`src/rtl/id_pkg.sv`:
```
// rtl/id_pkg.sv - shared decode types, opcodes and helper functions for the ID stage
// Purpose: opcode constants, packed control bundle, immediate-format enum,
//          imm_gen() and uses_rs() helpers used by the decode stage and hazard unit.
package id_pkg;

    localparam logic [6:0] OPC_LUI    = 7'b0110111;
    localparam logic [6:0] OPC_AUIPC  = 7'b0010111;
    localparam logic [6:0] OPC_JAL    = 7'b1101111;
    localparam logic [6:0] OPC_JALR   = 7'b1100111;
    localparam logic [6:0] OPC_BRANCH = 7'b1100011;
    localparam logic [6:0] OPC_LOAD   = 7'b0000011;
    localparam logic [6:0] OPC_STORE  = 7'b0100011;
    localparam logic [6:0] OPC_OP_IMM = 7'b0010011;
    localparam logic [6:0] OPC_OP     = 7'b0110011;

    localparam logic [1:0] WB_ALU = 2'd0;
    localparam logic [1:0] WB_MEM = 2'd1;
    localparam logic [1:0] WB_PC4 = 2'd2;

    // All-zero value is the NOP bundle: no side effects anywhere downstream.
    typedef struct packed {
        logic       reg_write;
        logic       mem_read;
        logic       mem_write;
        logic       branch;
        logic       jal;
        logic       jalr;
        logic       alu_src_imm;
        logic       alu_src_pc;
        logic       lui;
        logic       m_ext;
        logic [1:0] wb_sel;
        logic [3:0] alu_op;     // {alt (SUB/SRA), funct3}
    } ctrl_t;

    localparam int CTRL_W = $bits(ctrl_t);

    typedef enum logic [2:0] {
        IMM_NONE, IMM_I, IMM_S, IMM_B, IMM_U, IMM_J
    } imm_fmt_e;

    function automatic imm_fmt_e imm_fmt(input logic [6:0] opc);
        case (opc)
            OPC_OP_IMM, OPC_LOAD, OPC_JALR: imm_fmt = IMM_I;
            OPC_STORE:                      imm_fmt = IMM_S;
            OPC_BRANCH:                     imm_fmt = IMM_B;
            OPC_LUI, OPC_AUIPC:             imm_fmt = IMM_U;
            OPC_JAL:                        imm_fmt = IMM_J;
            default:                        imm_fmt = IMM_NONE;
        endcase
    endfunction

    // Returns the 32-bit sign-extended immediate; the opcode bits are not needed.
    function automatic logic [31:0] imm_gen(input logic [31:7] ins, input imm_fmt_e fmt);
        case (fmt)
            IMM_I:   imm_gen = {{20{ins[31]}}, ins[31:20]};
            IMM_S:   imm_gen = {{20{ins[31]}}, ins[31:25], ins[11:7]};
            IMM_B:   imm_gen = {{19{ins[31]}}, ins[31], ins[7], ins[30:25], ins[11:8], 1'b0};
            IMM_U:   imm_gen = {ins[31:12], 12'b0};
            IMM_J:   imm_gen = {{11{ins[31]}}, ins[31], ins[19:12], ins[20], ins[30:21], 1'b0};
            default: imm_gen = 32'd0;
        endcase
    endfunction

    // {uses_rs2, uses_rs1}; unknown opcodes read nothing so they never stall.
    function automatic logic [1:0] uses_rs(input logic [6:0] opc);
        case (opc)
            OPC_OP_IMM, OPC_LOAD, OPC_JALR:  uses_rs = 2'b01;
            OPC_OP, OPC_STORE, OPC_BRANCH:   uses_rs = 2'b11;
            default:                         uses_rs = 2'b00;
        endcase
    endfunction

endpackage

```
`src/rtl/id_hazard_unit.sv`:
```
// rtl/id_hazard_unit.sv - load-use detection and forwarding-source priority encoder
// Purpose: purely combinational hazard logic for the decode stage.
// Ports:
//   i_if_valid, i_rs1, i_rs2, i_uses_rs1, i_uses_rs2 : incoming instruction operands
//   i_ex_mem_read, i_ex_rd                            : load currently in EX
//   i_fwd_rd, i_fwd_we                                : forwarding sources, index 0 youngest
//   o_load_use                                        : stall request
//   o_fwd_sel1, o_fwd_sel2                            : 0 = regfile, i+1 = source i
module id_hazard_unit #(
    parameter int NUM_FWD = 2,
    localparam int SEL_W  = $clog2(NUM_FWD + 1)
)(
    input  logic                 i_if_valid,
    input  logic [4:0]           i_rs1,
    input  logic [4:0]           i_rs2,
    input  logic                 i_uses_rs1,
    input  logic                 i_uses_rs2,
    input  logic                 i_ex_mem_read,
    input  logic [4:0]           i_ex_rd,
    input  logic [5*NUM_FWD-1:0] i_fwd_rd,
    input  logic [NUM_FWD-1:0]   i_fwd_we,
    output logic                 o_load_use,
    output logic [SEL_W-1:0]     o_fwd_sel1,
    output logic [SEL_W-1:0]     o_fwd_sel2
);

    always_comb begin
        o_load_use = i_if_valid && i_ex_mem_read && (i_ex_rd != 5'd0) &&
                     ((i_uses_rs1 && (i_rs1 == i_ex_rd)) ||
                      (i_uses_rs2 && (i_rs2 == i_ex_rd)));
    end

    // Scan oldest to youngest so the lowest matching index is written last and wins.
    always_comb begin
        o_fwd_sel1 = '0;
        o_fwd_sel2 = '0;
        for (int i = NUM_FWD - 1; i >= 0; i--) begin
            if (i_fwd_we[i] && (i_fwd_rd[5*i +: 5] != 5'd0)) begin
                if (i_uses_rs1 && (i_fwd_rd[5*i +: 5] == i_rs1)) begin
                    o_fwd_sel1 = SEL_W'(i + 1);
                end
                if (i_uses_rs2 && (i_fwd_rd[5*i +: 5] == i_rs2)) begin
                    o_fwd_sel2 = SEL_W'(i + 1);
                end
            end
        end
    end

endmodule

```
`src/rtl/id_stage_pipelined.sv`:
```
// rtl/id_stage_pipelined.sv - RV32IM decode stage with ID/EX register and hazard handling
// Purpose: decodes the IF word, reads the regfile combinationally, detects load-use
//          hazards, generates forwarding selects and registers the decoded bundle.
// Optional feature: define ID_PERF_CNT_EN to add the 32-bit o_id_stall_count port.
// Ports:
//   i_clk, i_rst_n (async, active-low)
//   IF side : i_if_valid, i_if_pc, i_if_instruction, o_id_ready
//   regfile : o_rf_rs1_addr, o_rf_rs2_addr, i_rf_rs1_data, i_rf_rs2_data
//   hazards : i_ex_mem_read, i_ex_rd, i_fwd_rd, i_fwd_we, i_flush
//   EX side : i_ex_ready, o_id_valid, o_id_pc, o_id_read_data1/2, o_id_immediate,
//             o_id_rs1, o_id_rs2, o_id_rd, o_id_func3, o_id_ctrl, o_id_fwd_sel1/2
module id_stage_pipelined
    import id_pkg::*;
#(
    parameter int XLEN    = 32,
    parameter int NUM_FWD = 2,
    localparam int SEL_W  = $clog2(NUM_FWD + 1)
)(
    input  logic                 i_clk,
    input  logic                 i_rst_n,
    input  logic                 i_if_valid,
    input  logic [XLEN-1:0]      i_if_pc,
    input  logic [31:0]          i_if_instruction,
    output logic                 o_id_ready,
    output logic [4:0]           o_rf_rs1_addr,
    output logic [4:0]           o_rf_rs2_addr,
    input  logic [XLEN-1:0]      i_rf_rs1_data,
    input  logic [XLEN-1:0]      i_rf_rs2_data,
    input  logic                 i_ex_mem_read,
    input  logic [4:0]           i_ex_rd,
    input  logic [5*NUM_FWD-1:0] i_fwd_rd,
    input  logic [NUM_FWD-1:0]   i_fwd_we,
    input  logic                 i_flush,
    input  logic                 i_ex_ready,
    output logic                 o_id_valid,
    output logic [XLEN-1:0]      o_id_pc,
    output logic [XLEN-1:0]      o_id_read_data1,
    output logic [XLEN-1:0]      o_id_read_data2,
    output logic [XLEN-1:0]      o_id_immediate,
    output logic [4:0]           o_id_rs1,
    output logic [4:0]           o_id_rs2,
    output logic [4:0]           o_id_rd,
    output logic [2:0]           o_id_func3,
    output logic [CTRL_W-1:0]    o_id_ctrl,
    output logic [SEL_W-1:0]     o_id_fwd_sel1,
    output logic [SEL_W-1:0]     o_id_fwd_sel2
`ifdef ID_PERF_CNT_EN
    ,
    output logic [31:0]          o_id_stall_count
`endif
);

    logic [6:0]       w_opcode;
    logic [2:0]       w_f3;
    logic [6:0]       w_f7;
    logic [1:0]       w_uses;
    logic             w_load_use;
    logic             w_advance;
    logic [SEL_W-1:0] w_sel1;
    logic [SEL_W-1:0] w_sel2;
    logic [31:0]      w_imm32;
    logic [4:0]       w_rd;
    ctrl_t            w_ctrl;

    logic             r_valid;
    logic [XLEN-1:0]  r_pc;
    logic [XLEN-1:0]  r_data1;
    logic [XLEN-1:0]  r_data2;
    logic [XLEN-1:0]  r_imm;
    logic [4:0]       r_rs1;
    logic [4:0]       r_rs2;
    logic [4:0]       r_rd;
    logic [2:0]       r_f3;
    ctrl_t            r_ctrl;
    logic [SEL_W-1:0] r_sel1;
    logic [SEL_W-1:0] r_sel2;

    assign w_opcode      = i_if_instruction[6:0];
    assign w_f3          = i_if_instruction[14:12];
    assign w_f7          = i_if_instruction[31:25];
    assign w_uses        = uses_rs(w_opcode);
    assign w_imm32       = imm_gen(i_if_instruction[31:7], imm_fmt(w_opcode));
    assign o_rf_rs1_addr = i_if_instruction[19:15];
    assign o_rf_rs2_addr = i_if_instruction[24:20];

    id_hazard_unit #(.NUM_FWD(NUM_FWD)) u_hazard (
        .i_if_valid    (i_if_valid),
        .i_rs1         (i_if_instruction[19:15]),
        .i_rs2         (i_if_instruction[24:20]),
        .i_uses_rs1    (w_uses[0]),
        .i_uses_rs2    (w_uses[1]),
        .i_ex_mem_read (i_ex_mem_read),
        .i_ex_rd       (i_ex_rd),
        .i_fwd_rd      (i_fwd_rd),
        .i_fwd_we      (i_fwd_we),
        .o_load_use    (w_load_use),
        .o_fwd_sel1    (w_sel1),
        .o_fwd_sel2    (w_sel2)
    );

    always_comb begin
        w_ctrl = '0;
        case (w_opcode)
            OPC_LUI: begin
                w_ctrl.reg_write   = 1'b1;
                w_ctrl.alu_src_imm = 1'b1;
                w_ctrl.lui         = 1'b1;
            end
            OPC_AUIPC: begin
                w_ctrl.reg_write   = 1'b1;
                w_ctrl.alu_src_imm = 1'b1;
                w_ctrl.alu_src_pc  = 1'b1;
            end
            OPC_JAL: begin
                w_ctrl.reg_write   = 1'b1;
                w_ctrl.jal         = 1'b1;
                w_ctrl.alu_src_imm = 1'b1;
                w_ctrl.alu_src_pc  = 1'b1;
                w_ctrl.wb_sel      = WB_PC4;
            end
            OPC_JALR: begin
                w_ctrl.reg_write   = 1'b1;
                w_ctrl.jalr        = 1'b1;
                w_ctrl.alu_src_imm = 1'b1;
                w_ctrl.wb_sel      = WB_PC4;
            end
            OPC_BRANCH: begin
                w_ctrl.branch      = 1'b1;
                w_ctrl.alu_op      = {1'b0, w_f3};
            end
            OPC_LOAD: begin
                w_ctrl.reg_write   = 1'b1;
                w_ctrl.mem_read    = 1'b1;
                w_ctrl.alu_src_imm = 1'b1;
                w_ctrl.wb_sel      = WB_MEM;
            end
            OPC_STORE: begin
                w_ctrl.mem_write   = 1'b1;
                w_ctrl.alu_src_imm = 1'b1;
            end
            OPC_OP_IMM: begin
                w_ctrl.reg_write   = 1'b1;
                w_ctrl.alu_src_imm = 1'b1;
                // Only SRAI carries the alternate bit; ADDI etc. use imm[10] as data.
                w_ctrl.alu_op      = {(w_f3 == 3'b101) && w_f7[5], w_f3};
            end
            OPC_OP: begin
                if (w_f7 == 7'b0000001) begin
                    w_ctrl.reg_write = 1'b1;
                    w_ctrl.m_ext     = 1'b1;
                    w_ctrl.alu_op    = {1'b0, w_f3};
                end else if ((w_f7 == 7'b0000000) || (w_f7 == 7'b0100000)) begin
                    w_ctrl.reg_write = 1'b1;
                    w_ctrl.alu_op    = {w_f7[5], w_f3};
                end
            end
            default: ;
        endcase
    end

    // Non-writing instructions present rd=0 so no downstream comparator can match.
    assign w_rd = w_ctrl.reg_write ? i_if_instruction[11:7] : 5'd0;

    assign w_advance  = !r_valid || i_ex_ready;
    assign o_id_ready = w_advance && !w_load_use && !i_flush;

    always_ff @(posedge i_clk or negedge i_rst_n) begin
        if (!i_rst_n) begin
            r_valid <= 1'b0;
            r_pc    <= '0;
            r_data1 <= '0;
            r_data2 <= '0;
            r_imm   <= '0;
            r_rs1   <= '0;
            r_rs2   <= '0;
            r_rd    <= '0;
            r_f3    <= '0;
            r_ctrl  <= '0;
            r_sel1  <= '0;
            r_sel2  <= '0;
        end else if (i_flush) begin
            r_valid <= 1'b0;
            r_ctrl  <= '0;
        end else if (w_advance) begin
            if (i_if_valid && !w_load_use) begin
                r_valid <= 1'b1;
                r_pc    <= i_if_pc;
                r_data1 <= i_rf_rs1_data;
                r_data2 <= i_rf_rs2_data;
                r_imm   <= XLEN'($signed(w_imm32));
                r_rs1   <= i_if_instruction[19:15];
                r_rs2   <= i_if_instruction[24:20];
                r_rd    <= w_rd;
                r_f3    <= w_f3;
                r_ctrl  <= w_ctrl;
                r_sel1  <= w_sel1;
                r_sel2  <= w_sel2;
            end else begin
                // Bubble: IF word stays put and is re-evaluated next cycle.
                r_valid <= 1'b0;
                r_ctrl  <= '0;
            end
        end
    end

    assign o_id_valid      = r_valid;
    assign o_id_pc         = r_pc;
    assign o_id_read_data1 = r_data1;
    assign o_id_read_data2 = r_data2;
    assign o_id_immediate  = r_imm;
    assign o_id_rs1        = r_rs1;
    assign o_id_rs2        = r_rs2;
    assign o_id_rd         = r_rd;
    assign o_id_func3      = r_f3;
    assign o_id_ctrl       = r_ctrl;
    assign o_id_fwd_sel1   = r_sel1;
    assign o_id_fwd_sel2   = r_sel2;

`ifdef ID_PERF_CNT_EN
    logic [31:0] r_stall_count;

    // Cycles lost to a flush are redirect cost, not stall cost.
    always_ff @(posedge i_clk or negedge i_rst_n) begin
        if (!i_rst_n) begin
            r_stall_count <= 32'd0;
        end else if (!i_flush && (w_load_use || (r_valid && !i_ex_ready))) begin
            r_stall_count <= r_stall_count + 32'd1;
        end
    end

    assign o_id_stall_count = r_stall_count;
`endif

endmodule
```
`config.mk`:
```
export PLATFORM = sky130hd
export DESIGN_NAME = id_stage_pipelined
export DESIGN_NICKNAME = d
export VERILOG_FILES = /design/src/rtl/id_pkg.sv /design/src/rtl/id_hazard_unit.sv /design/src/rtl/id_stage_pipelined.sv
export SDC_FILE = /design/constraint.sdc
export NUM_CORES = 1
export LEC_CHECK = 0
export CAP_MARGIN = 0
export CORE_MARGIN = 8
export CORE_UTILIZATION = 45
export CTS_BUF_LIST = sky130_fd_sc_hd__clkbuf_16
export CTS_CLUSTER_DIAMETER = 40
export DETAILED_ROUTE_END_ITERATION = 10
export PLACE_DENSITY = 0.84
export SYNTH_ARGS = -nofsm -noshare
export SYNTH_HDL_FRONTEND = slang
export SYNTH_HIERARCHICAL = 1
export SYNTH_SLANG_ARGS = --single-unit
```
`constraint.sdc`:
```
create_clock -name i_clk -period 8.17 [get_ports i_clk]
set_input_delay 2.451 -clock i_clk [delete_from_list [all_inputs] [get_ports i_clk]]
set_output_delay 2.451 -clock i_clk [all_outputs]
set_load 0.01 [all_outputs]
```
* Word level (Yosys, flattened, before mapping)
Cells that the tools add are included.
** Cells by class
- Equal/unequal tests :: 23
- Muxes and demuxes :: 35
- Bitwise operators :: 1
- Reduce and logical (&&, ||, !) cells :: 34
** Operators by type and width (count)
- 32-bit case mux with 5 select lines :: 1
- 16-bit two-way mux :: 3
- 5-bit == test :: 6
- 7-bit by 6-bit == test with 1-bit output, second input constant :: 4
- 7-bit == test, second input constant :: 3
- 2-bit two-way mux :: 8
- 1-bit logical AND :: 15
- 1-bit two-way mux :: 15
- 3-bit case mux with 5 select lines :: 1
- 5-bit nonzero test :: 3
- 7-bit by 5-bit == test with 1-bit output, second input constant :: 2
- 4-bit case mux with 3 select lines :: 1
- 3-bit == test, second input constant :: 3
- 4-bit two-way mux :: 2
- 2-bit case mux with 2 select lines :: 2
- 7-bit by 1-bit == test with 1-bit output, second input constant :: 1
- 7-bit by 2-bit == test with 1-bit output, second input constant :: 1
- 7-bit zero test :: 1
- 7-bit OR reduction :: 1
- 3-bit by 2-bit == test with 1-bit output, second input constant :: 2
- 2-bit OR reduction :: 3
- 3-bit OR reduction :: 2
- 6-bit OR reduction :: 1
- 5-bit two-way mux :: 1
- other kinds (7) :: 11
** Storage, ports and cells
- Bits in registers :: 167
- Input port bits :: 151

* Depth between registers and ports, before layout
- Depth in word-level cells :: 11
- Depth in mapped cells :: 14

* By module
Netlist, hierarchy kept.
** Modules (own cells, without submodules)
- id_stage_pipelined :: times used 1, cells each 770, area each 7009.2 sq um, seq. area each 4179.0 sq um
- id_hazard_unit :: times used 1, cells each 53, area each 427.9 sq um, seq. area each 0.0 sq um

* Worst setup path after synthesis
No wires, ideal clock.
- Path type :: input port to output port
- From :: in i_if_instruction[3]
- To :: out o_id_ready
- Arrival :: 3896 ps
- Data required time :: 5719 ps
- Setup slack :: 1823 ps
- Stages on the path :: 9
- Buffers on the path :: 1
- Cell sequence :: buf_2 nor4bb_1 nand2_1 a21oi_1 or2_2 nand3_1 a21oi_1 nor2_1 and2_1
** Between the ends
- Longest elaborated chain between the ends :: 9
** Ends and longest elaborated chain
- start: declaration :: RTL line id_stage_pipelined.sv:23 : input logic [31:0] i_if_instruction,
- 7-bit by 6-bit == test with 1-bit output, or another cell as far along :: RTL line id_pkg.sv:67 : case (opc)
- 3-bit OR reduction :: RTL line id_pkg.sv:67
- 2-bit case mux with 2 select lines * :: RTL line id_pkg.sv:67
- via w_uses[1] :: RTL line id_stage_pipelined.sv:56 : logic [1:0] w_uses;
- 1-bit logical AND * :: RTL line id_hazard_unit.sv:30 : (i_uses_rs2 && (i_rs2 == i_ex_rd)));
- 1-bit logical OR * :: RTL line id_hazard_unit.sv:29 : ((i_uses_rs1 && (i_rs1 == i_ex_rd)) ||
- 1-bit logical AND * :: RTL line id_hazard_unit.sv:28 : o_load_use = i_if_valid && i_ex_mem_read && (i_ex_rd != 5'd0) &&
- via w_load_use :: RTL line id_stage_pipelined.sv:57 : logic w_load_use;
- 1-bit zero test * :: RTL line id_stage_pipelined.sv:165 : assign o_id_ready = w_advance && !w_load_use && !i_flush;
- 1-bit logical AND * (2 in series) :: RTL line id_stage_pipelined.sv:165
- end: declaration :: RTL line id_stage_pipelined.sv:24 : output logic o_id_ready,
The timed path passes the listed nets; every way through them passes the cells marked *.

* Worst setup path in the final report
Same ends and word-level chain as after synthesis.

==> reports/results.ini <==
[cts]
post_cts_buffers=0
post_cts_resized=0
cts_tree=yes
numCtsBuffers=17
cts_sinks=167
clk_latency_ns=0.41
ctsHoldBuffers=0
root_buffer=clkbuf_16
clockBufferDepth=2
path_clk_slew_ns=0.06
h-tree-depth=4

[timing]
fin_crit_ns=7.70
final_hold_viol_count=0
finalSetupTns_ns=0
skew_ns=0.00774
drv_slew=0
finalSetupViolations=0
setup_ws_ns=0.473
fmax_mhz=130
relSlewSlack=0.368
tightestPinTransition_ns=0.949
rsz0062_at_grt=no
min_period_over_period=0.942

[global_routing]
globalRouteTotalUtil=0.251
grt_max_degree=129
overflow=0
grt_pass1_wl_um=40000
antenna_found_initial=1
grt_pass1_vias=7190

[power_and_ir_drop]
cellPowerDensity_nw_per_um2=199
p_int_mw=1.64
pwr-share-comb=0.223
vdd_drop_max_uv=140
p_sw_frac=0.278
p_leak_nw=5.19
power_switching_mw=0.631
clkPwrFrac=0.354
pwr-share-seq=0.423

[placement]
place_ws_ns=0.530
placed_area_um2=10800
place_congestion=0.891
port_buffers=328
dp_hpwl_um=19300

[yosys]
synthCells=823
synthTopCellsByCount=nand2_1, dfrtp_1, clkbuf_1, nor2_1, nor3_1
synth.net_count=974
netlist.area_leader.share=0.562
synth-edff-count=0
synth_top_area_cell=dfrtp_1
yosysMostFrequentCell=nand2_1
async_flop_share=1.00
syn-cell-area_um2=7440
avgSynthCellArea_um2=9.04
synth_warnings=6
yosys-top-cells-area=dfrtp_1, nand2_1, xor2_1
yosysUniqueCellTypes=58
synth-main-ff-cell=dfrtp_1
ys_ff_latch=167
ys_seq_area_frac=0.562

[floorplanning]
die-area_um2=20900
std_cell_rows=47
io_pins=329
die_h_um=145
core_um2=16300
start_util=0.455
die_w_um=145

[cells_and_area]
fin_area_um2=11400
final_nets=1275
diodes=0
drive_above_1_share=0.0563
syn2layout_area_growth_pct=53.5

[outcome]
status=finished, final reports clean

[critical_path]
criticalPathCategory=in -> out
crit_buf_inv=3
end_kind=output port
required_ns=5.72
critPathTopFamily=simple AND/OR/NAND/NOR gates
crit_path_top_delay_cell=nor4bb_1
worstSetupStartpointType=input pin
r2r_slack_ns=5.83
path_cells=clkdlybuf4s50_1, nor4bb_1, nand2_1, a21oi_1, buf_4, or2_2, nand3_1, a21oi_1, nor2_1, and2_1, clkdlybuf4s50_1
worstPathMaxFanout=12
slowest_delay_ns=0.63
cp.arrival_ns=5.25

[drt]
wl_um=26100
final_antenna_net_count=0
drtPass1Iterations=5
viasPerCell=5.20
vias=7054
drtIter0Drc=623
wl_per_cell_um=19.2
drc=0

[hold_path]
hp-class=reg -> reg

[flow_run]
maxCapViolCount=0

[power by group through the flow]
stage                     logic (mW)  registers (mW)  clock network, mW
final                          0.505           0.961              0.804
after global routing           0.548           0.972              0.855
after CTS                      0.512           0.961              0.821
after detailed placement       0.509           0.975                  0
after global placement         0.501           0.970                  0
after floorplan                0.130            1.02                  0
[metrics by stage]
stage / instances / hold WS, ns / power [mW] / utilization
floorplan: 823 / 0.511 / 1.15 / -
global placement: 1325 / 0.455 / 1.47 / 0.662
detailed placement: 1325 / 0.461 / 1.48 / 0.662
CTS: 1357 / 0.478 / 2.29 / 0.698
global route: 1357 / 0.491 / 2.37 / 0.698
finish: 1357 / 0.471 / 2.27 / 0.698
[per-layer routing]
metal / vias up / wire length, um / track usage
li1: 3284 / - / -
met1: 3381 / 10300 / 0.306
met2: 341 / 12600 / 0.405
met3: 46 / 2480 / 0.0878
met4: 2 / 724 / 0.0942
met5: - / 9 / 0
[cell type report]
cell class                 count  area (um2)
clock buffer                  17         425
fill                        1293        4930
tap                          220         275
clock inverter                15         168
timing repair buffer         338        3370
multi-input combinational    587        2950
inverter                      13        48.8
sequential                   167        4180
[flip-flops by register name, summed over array words and instances (netlist names)]
| name | count |
|---|---|
| o_id_func3 | 3 |
| o_id_valid | 1 |
| o_id_rd | 5 |
| o_id_rs1 | 5 |
| o_id_read_data1 | 32 |
| o_id_read_data2 | 32 |
| o_id_ctrl | 16 |
| o_id_fwd_sel1 | 2 |
| o_id_immediate | 32 |
| o_id_fwd_sel2 | 2 |
| o_id_rs2 | 5 |
| o_id_pc | 32 |
[kinds of logic (layout without fill, tap and decap cells)]
family,after synthesis,count (layout),synth area share
AOI/OAI and AO/OA,90,90,0.0954
xor gates and xnor gates,30,30,0.0353
buffers and inverters,69,383,0.0444
DFF,167,167,0.562
and+or+nand+nor,467,467,0.263
[layout by cell type (no fill, tap or decap), types with 2 or more instances in the layout]
cell type / count
nor2b_1: 2
and3_1: 2
inv_1: 13
o211ai_1: 5
nand3b_1: 2
nand3_1: 8
or4_1: 2
a22oi_2: 4
a22o_1: 9
nand2b_1: 3
or2_2: 3
xor2_1: 16
nand4_1: 2
buf_4: 9
o21ai_1: 8
nor2_1: 21
a21o_1: 2
a211oi_1: 11
xnor2_1: 14
nor3_1: 20
inv_6: 6
o21ai_0: 16
clkbuf_16: 17
a32oi_1: 2
bufinv_16: 2
clkdlybuf4s50_1: 327
clkinvlp_4: 3
a22oi_1: 12
clkinv_1: 2
nand2_1: 376
dfrtp_1: 167
a221o_1: 2
nor3_2: 6
a32o_1: 6
nor4_1: 6
a21oi_1: 2
[final timing paths]
check / startpoint / depth (start not counted) / end
setup / recovery: i_if_instruction[3] / 11 / o_id_ready
hold reg to reg: o_id_read_data2[15] / 2 / o_id_read_data2[15]
max in group asynchronous: i_rst_n / 2 / o_id_read_data1[19]
setup reg to reg: o_id_valid / 5 / o_id_pc[25]
hold / removal: o_id_read_data2[15] / 2 / o_id_read_data2[15]
min in group asynchronous: i_rst_n / 1 / o_id_pc[30]
[tightest hold or removal path: cells and delay by family, from the launching register on]
family	cells	cell delay [ns]
flip-flops	1	0.34
AND/OR/NAND/NOR	2	0.10
(Power assumes the default switching activity.)
